File: src/rtl/rle_dec.sv
// Run-length decoder: expands {bit value, run length} words into packed bytes,
// first decoded bit in bit 0, and flushes a zero-padded partial byte at end of stream.
//
// state     | meaning
// IDLE      | wait for a run word or end of stream
// REQ       | pulse rd_req to the input FIFO
// WAIT      | FIFO read latency
// LOAD      | capture run value and length
// EXPAND    | shift one run bit per cycle into the byte buffer
// WAIT_SEND | byte complete (or flushing), wait for output FIFO space
// WRITE     | pulse wr_req with the assembled byte
// DONE      | stream fully decoded, hold until reset
module rle_dec (
  input  logic        clk,
  input  logic        rst,
  input  logic        recv_ready,
  input  logic        send_ready,
  input  logic [23:0] in_data,
  input  logic        end_of_stream,
  output logic        rd_req,
  output logic        wr_req,
  output logic [7:0]  out_data,
  output logic        done
);

  localparam logic [2:0] IDLE      = 3'd0;
  localparam logic [2:0] REQ       = 3'd1;
  localparam logic [2:0] WAIT      = 3'd2;
  localparam logic [2:0] LOAD      = 3'd3;
  localparam logic [2:0] EXPAND    = 3'd4;
  localparam logic [2:0] WAIT_SEND = 3'd5;
  localparam logic [2:0] WRITE     = 3'd6;
  localparam logic [2:0] DONE      = 3'd7;

  logic [2:0]  r_state;
  logic        r_value;
  logic [22:0] r_remaining;
  logic [3:0]  r_fill;
  logic [7:0]  r_byte_buf;
  logic        r_flush;

  logic [2:0]  w_next;
  logic [3:0]  w_fill_inc;
  logic [22:0] w_rem_dec;

  assign w_fill_inc = r_fill + 4'd1;
  assign w_rem_dec  = r_remaining - 23'd1;

  always_comb begin
    w_next = r_state;
    case (r_state)
      IDLE: begin
        if (recv_ready)
          w_next = REQ;
        else if (end_of_stream)
          w_next = (r_fill != 4'd0) ? WAIT_SEND : DONE;
      end
      REQ:    w_next = WAIT;
      WAIT:   w_next = LOAD;
      LOAD:   w_next = (in_data[22:0] == 23'd0) ? IDLE : EXPAND;
      EXPAND: begin
        if (w_fill_inc == 4'd8)
          w_next = WAIT_SEND;
        else if (w_rem_dec == 23'd0)
          w_next = IDLE;
      end
      WAIT_SEND: if (send_ready) w_next = WRITE;
      WRITE: begin
        if (r_remaining != 23'd0)
          w_next = EXPAND;
        else if (r_flush)
          w_next = DONE;
        else
          w_next = IDLE;
      end
      DONE:    w_next = DONE;
      default: w_next = IDLE;
    endcase
  end

  // Outputs are registered from the next state so each one is a clean decode of the state.
  always_ff @(posedge clk) begin
    if (rst) begin
      r_state     <= IDLE;
      r_value     <= 1'b0;
      r_remaining <= 23'd0;
      r_fill      <= 4'd0;
      r_byte_buf  <= 8'd0;
      r_flush     <= 1'b0;
      rd_req      <= 1'b0;
      wr_req      <= 1'b0;
      out_data    <= 8'd0;
      done        <= 1'b0;
    end else begin
      r_state <= w_next;
      rd_req  <= (w_next == REQ);
      wr_req  <= (w_next == WRITE);
      done    <= (w_next == DONE);
      if (w_next == WRITE)
        out_data <= r_byte_buf;
      case (r_state)
        IDLE: begin
          if (!recv_ready && end_of_stream && (r_fill != 4'd0))
            r_flush <= 1'b1;
        end
        LOAD: begin
          r_value     <= in_data[23];
          r_remaining <= in_data[22:0];
        end
        EXPAND: begin
          r_byte_buf[r_fill[2:0]] <= r_value;
          r_fill                  <= w_fill_inc;
          r_remaining             <= w_rem_dec;
        end
        WRITE: begin
          r_byte_buf <= 8'd0;
          r_fill     <= 4'd0;
        end
        default: ;
      endcase
    end
  end

endmodule

File: config.mk
export PLATFORM = sky130hd
export DESIGN_NAME = rle_dec
export DESIGN_NICKNAME = d
export VERILOG_FILES = /design/src/rtl/rle_dec.sv
export SDC_FILE = /design/constraint.sdc
export NUM_CORES = 1
export LEC_CHECK = 0
export CAP_MARGIN = 20
export CORE_MARGIN = 2
export CORE_UTILIZATION = 55
export DETAILED_ROUTE_END_ITERATION = 10
export GPL_TIMING_DRIVEN = 0
export PLACE_DENSITY = 0.89
export RECOVER_POWER = 25
export SLEW_MARGIN = 20
export SYNTH_ARGS = -nofsm -noshare
export SYNTH_HDL_FRONTEND = slang
export SYNTH_SLANG_ARGS = --single-unit
File: constraint.sdc
create_clock -name clk -period 3.11 [get_ports clk]
set_input_delay 0.933 -clock clk [delete_from_list [all_inputs] [get_ports clk]]
set_output_delay 0.933 -clock clk [all_outputs]
set_load 0.02 [all_outputs]
==> flow_metrics.tcl <==
set metrics [dict create \
    crit_family "simple AND/OR/NAND/NOR gates" \
    gp_congestion 0.942 \
    rows 27 \
    cts_root_buf "clkbuf_8" \
    r2r_slack_ns 0.37 \
    syn-num-nets 435 \
    cts_buffer_depth 2 \
    max_slew_margin_pct 24.1 \
    r2r_end "rd_req$_SDFF_PP0_" \
    tightest_slew_ns 1.13 \
    htreeDepth 2 \
    cp-start-kind "flop" \
    grt_usage_pct 30.6 \
    routedWlPerCell_um 17.7 \
    synth_top_area_cell "dfxtp_1" \
    tns_ns 0 \
    vias 3360 \
    post-route-period-util_pct 88.1 \
    nFillCells 486 \
    fmax_ghz 0.365 \
    synth_area_per_cell_um2 7.58 \
    worst_path_max_delay_cell "nor3_1" \
    powerDensity_nw_per_um2 1130 \
    layout.cells.non_filler 520 \
    grt_first_pass_wirelength_um 14900 \
    antenna_found_initial 0 \
    end_kind "flop" \
    die_h_um 78.4 \
    power_leakage_nw 1.29 \
    hold_start "r_byte_buf[0]$_SDFFE_PP0P_" \
    synth_cell_type_count 61 \
    critPathArrivalTime_ns 2.96 \
    place_area_um2 3520 \
    cts_made_buffers 5 \
    start_util_pct 56.0 \
    combPwrFrac_pct 66.5 \
    drv_cap 0 \
    worst_ep_required_time_ns 3.33 \
    dp_cells 512 \
    clock-sinks 51 \
    intPower_mw 1.97 \
    reg2reg_depth 6 \
    hold_viol 0 \
    synthTopCellsByCount "dfxtp_1 (51), nor2_1 (51), nand2_1 (50)" \
    status "complete, no violations" \
    critPathMaxStageDelay_ns 0.89 \
    postCtsSetupBuffers 0 \
    drt_iter0_drc 358 \
    postCtsHoldBufs 0 \
    hold_depth 2 \
    setup_viol 0 \
    tritoncts "done" \
    sequentialPowerShare_pct 23.6 \
    power.share.clock_pct 10.0 \
    grt_setup_unrepaired "no" \
    wl_um 9230 \
    worstHoldPathType "flop to flop" \
    post-route-util_pct 66.4 \
    fin_crit_ns 2.74 \
    die_area_um2 6150 \
    ys_top_cells_by_area "dfxtp_1 (34%), a21oi_1 (6.6%), nor2_1 (6.3%)" \
    yosys_warnings 0 \
    clkLatencyLatePin_ns 0.31 \
    syn_to_final_growth_pct 18.6 \
    cp.buffers_inverters 3 \
    io_pins 40 \
    hold_end "out_data[0]$_SDFFE_PP0N_" \
    viasPerCell 6.46 \
    core_area_um2 5440 \
    dieWidth_um 78.4 \
    first_global_vias 3080 \
    synth_edf_count 0 \
    p_sw_mw 2.14 \
    synth_flop_cell "dfxtp_1" \
    hpwl_um 6740 \
    netlist_area_um2 3050 \
    yosys.area.top_type_share_pct 33.5 \
    yosysSeqAreaShare_pct 33.5 \
    nets 480 \
    ys_async_sr_fraction_pct 0 \
    clk_pin_slew_ns 0.10 \
    power_mw 4.10 \
    grt_max_degree 19 \
    synth_seq_cells 51 \
    crit_chain "clkbuf_1 > inv_1 > nor3_1 > clkbuf_1 > nor2_1 > o211a_1" \
    cts_resized 0 \
    peakVddDrop_mv 0.576 \
    r2r_start "r_state[2]$_SDFF_PP0_" \
    firstDrtPassIters 5 \
    drc_errors 0 \
    crit_path_max_fanout 10 \
    synthCells 402 \
    overflow 0 \
    ant_nets 0 \
    crit_top_cell "clkbuf_1" \
    port_buffers 38 \
    final_area_um2 3610 \
    skew_ns 0.00880 \
    p_sw_share_pct 52.1 \
    final_max_slew_viol_count 0 \
    diodes 0 \
    drive_above_1_share_pct 6.03 \
    worstSetupPathType "flop to flop" \
]
## power by group through the flow
stage	clock network, mW	registers [mW]	logic [mW]
after detailed placement	0	0.972	2.65
after floorplan	0	0.942	2.05
final	0.408	0.966	2.73
after global placement	0	0.967	2.62
after CTS	0.411	0.957	2.66
after global routing	0.443	0.985	2.95
## worst reg2reg max path, cell delays in order (launching register included)
cell and delay [ns]:
dfxtp_1 0.33, clkbuf_1 0.30, inv_1 0.18, nor3_1 0.89
clkbuf_1 0.54, nor2_1 0.16, o211a_1 0.24
## worst max-delay path by stage
stage | startpoint | to | depth (start not counted)
6_report | r_state[2]$_SDFF_PP0_ | rd_req$_SDFF_PP0_ | 6
5_1_grt | r_state[2]$_SDFF_PP0_ | r_remaining[17]$_SDFFE_PP0P_ | 7
4_1_cts | in_data[0] | rd_req$_SDFF_PP0_ | 7
3_5_place_dp | in_data[0] | rd_req$_SDFF_PP0_ | 7
3_3_place_gp | in_data[19] | rd_req$_SDFF_PP0_ | 7
2_1_floorplan | r_remaining[0]$_SDFFE_PP0P_ | rd_req$_SDFF_PP0_ | 8
## cells in the final DEF (no fill, tap or decap), drive strengths merged, types with 5 or more instances in the layout
| master | instances |
|---|---|
| o311ai | 7 |
| a31oi | 7 |
| o21ai | 18 |
| nand2 | 50 |
| buf | 7 |
| nor4 | 20 |
| nand3 | 9 |
| a22oi | 7 |
| inv | 13 |
| a221oi | 5 |
| clkdlybuf4s50 | 34 |
| a21oi | 40 |
| or3 | 10 |
| dfxtp | 51 |
| nor2 | 52 |
| clkbuf | 26 |
| nor3 | 16 |
| nand4 | 7 |
## metal layers
layer / vias to the layer above / GRT usage [%] / share of wire (%)
li1: 1575 / - / -
met1: 1558 / 37.8 / 40
met2: 191 / 50.9 / 47
met3: 36 / 7.47 / 8.4
met4: 0 / 13.3 / 3.7
met5: - / 0 / 0
## registers in the layout, indices dropped and copies added (netlist names)
| register | flops |
|---|---|
| r_state | 3 |
| r_value | 1 |
| r_remaining | 23 |
| done | 1 |
| r_byte_buf | 8 |
| wr_req | 1 |
| rd_req | 1 |
| r_fill | 4 |
| r_flush | 1 |
| out_data | 8 |
## through the flow
stage | hold WS, ns | setup WS (ns)
2_1_floorplan | 0.428 | 0.881
3_3_place_gp | 0.442 | 0.110
3_5_place_dp | 0.446 | 0.0862
4_1_cts | 0.462 | 0.405
5_1_grt | 0.482 | 0.269
6_report | 0.463 | 0.371
## area by class of cell
| type | count | area [um^2] | area share [%] |
|---|---|---|---|
| plain buffers | 28 | 131 | 3.64 |
| clock buffers | 5 | 68.8 | 1.90 |
| clock inverters | 3 | 27.5 | 0.762 |
| inverters | 12 | 45.0 | 1.25 |
| multi-input cells | 311 | 1850 | 51.2 |
| flip-flops and latches | 51 | 1020 | 28.3 |
| well taps | 72 | 90.1 | 2.49 |
| repair buffers | 38 | 380 | 10.5 |
## logic make-up (layout without fill, tap and decap cells)
logic type	after synthesis	after routing	share of synthesized area, %
xor+xnor	4	4	1.15
fa+ha+maj	4	4	1.64
compound gates	113	113	25.3
mux	4	4	1.36
flops	51	51	33.5
simple gates	186	186	31.3
buf+inv	40	86	5.79
No activity file was read; power rests on OpenSTA's default activity.
==> RTL change: new RTL, config.mk and constraints unchanged <==
Reset style: asynchronous (`rst`), changed in one clocked block.
--- a/src/rtl/rle_dec.sv
+++ b/src/rtl/rle_dec.sv
@@ -79,7 +79,7 @@
   end
 
   // Outputs are registered from the next state so each one is a clean decode of the state.
-  always_ff @(posedge clk) begin
+  always_ff @(posedge clk or posedge rst) begin
     if (rst) begin
       r_state     <= IDLE;
       r_value     <= 1'b0;
Behaviour: differs if rst is asserted again (counterexample within 4 cycles, from zero or initial values and one cycle with rst high); with rst held inactive, the same outputs for 10 cycles.
==> RTL change against the original RTL <==
  * Sequential cell count unchanged
  * Combinational power is 46% lower
  * Wire length decreased by 20%
  * Setup slack got worse by 140 ps
  * Worst hold slack better by 20 ps
  * Total power decreased by 22%
  * Non-clock buffer count down 6
  * Area after synthesis increased by 0.25%
  * Die area grew 0.24%
  * Core utilization is 1.5 points higher
  * Final area grew 2.3%
  * Largest power group unchanged
==> RTL change: results <==
{
  "worst_slew_pin_slew_ps": 1273,
  "ys_top_cells_by_count": "dfrtp_1, nand2_1, nor2_1, o21ai_0, nand3_1",
  "dpl.cell_count": 443,
  "cp_slowest_stage_delay_ps": 470,
  "synth_nets": 364,
  "cp-startpoint": "in_data[0]",
  "switching_share_pct": 41.41,
  "synthMuxAreaShare_pct": 6.882,
  "ir_drop_mv": 0.4106,
  "antenna-diode-count": 0,
  "grt_first_pass_wirelength_um": 12660,
  "grt_pass1_vias": 2727,
  "seq_power_share_pct": 36.6,
  "drive_gt1_share_pct": 11.35,
  "grt_max_degree": 32,
  "gp_congestion": 0.8976,
  "wl_um": 7342,
  "met2_length_um": 3704,
  "fin_worst_skew_ps": 8.727,
  "power_frac_clock_pct": 17.2,
  "netlist_top_cells_area": "dfrtp_1, nand2_1, nor2_1, mux2_4, o21ai_0",
  "ys.flop_type": "dfrtp_1",
  "hold_depth": 1,
  "nFillCells": 438,
  "r2r_slack_ps": 480,
  "firstDrtPassIters": 4,
  "status": "completed",
  "grt_util_met1_pct": 31.92,
  "min_from": "r_flush$_DFFE_PP0P_",
  "route.layer.met1.wl_um": 2996,
  "layout.cells.non_filler": 451,
  "seq_area_frac_synth_pct": 41.79,
  "hold_end": "r_flush$_DFFE_PP0P_",
  "synth_compound_area_share_pct": 14.26,
  "crit_fanout": 9,
  "grtUsageMet3_pct": 5.057,
  "crit_type": "in -> reg",
  "cp.arrival_ps": 3090,
  "synth_xor_area_share_pct": 1.434,
  "synth_cell_types": 56,
  "path_delay_family": "simple AND/OR/NAND/NOR gates",
  "worstReg2RegEnd": "out_data[5]$_DFFE_PP0N_",
  "r2r-start": "r_remaining[0]$_DFFE_PP0P_",
  "grt_use_total_pct": 25.84,
  "dp_hpwl_um": 5541,
  "post_synth_inst_count": 331,
  "fin_nets": 411,
  "r2r.worst_path.cells": 9,
  "powerSeq_mw": 1.18,
  "met3_length_um": 477,
  "viasPerCell": 6.078,
  "synth_fa_ha_area_share_pct": 1.639
}
-- RTL change: cell count changes in the layout (fill, tap and decap cells not counted), moves of 8 or more --
cell,change
dfrtp_1,+51
mux2_4,+8
clkbuf_1,-9
nor4_1,-9
nand3_1,+8
nor2_1,-18
a21oi_1,-25
nand2_1,-10
dfxtp_1,-51
-- RTL change: metrics by stage --
stage	instance area, µm²	hold WS, ps	setup slack, ps
2_1_floorplan	3054	433.4	794.2
3_3_place_gp	3535	444.7	-126.8
3_5_place_dp	3562	464.7	-150.5
4_1_cts	3699	485.3	186.2
5_1_grt	3695	496.1	57.84
6_report	3695	482.2	226.5
-- RTL change: cell type report --
type	count	area, µm²	share of cell area, %
flip-flops and latches	51	1276	34.54
clock inverters	3	67.56	1.829
inverters	9	33.78	0.9143
repair buffers	40	417.9	11.31
clock buffers	5	68.82	1.863
well taps	72	90.09	2.438
plain buffers	20	117.6	3.183
multi-input cells	251	1623	43.92
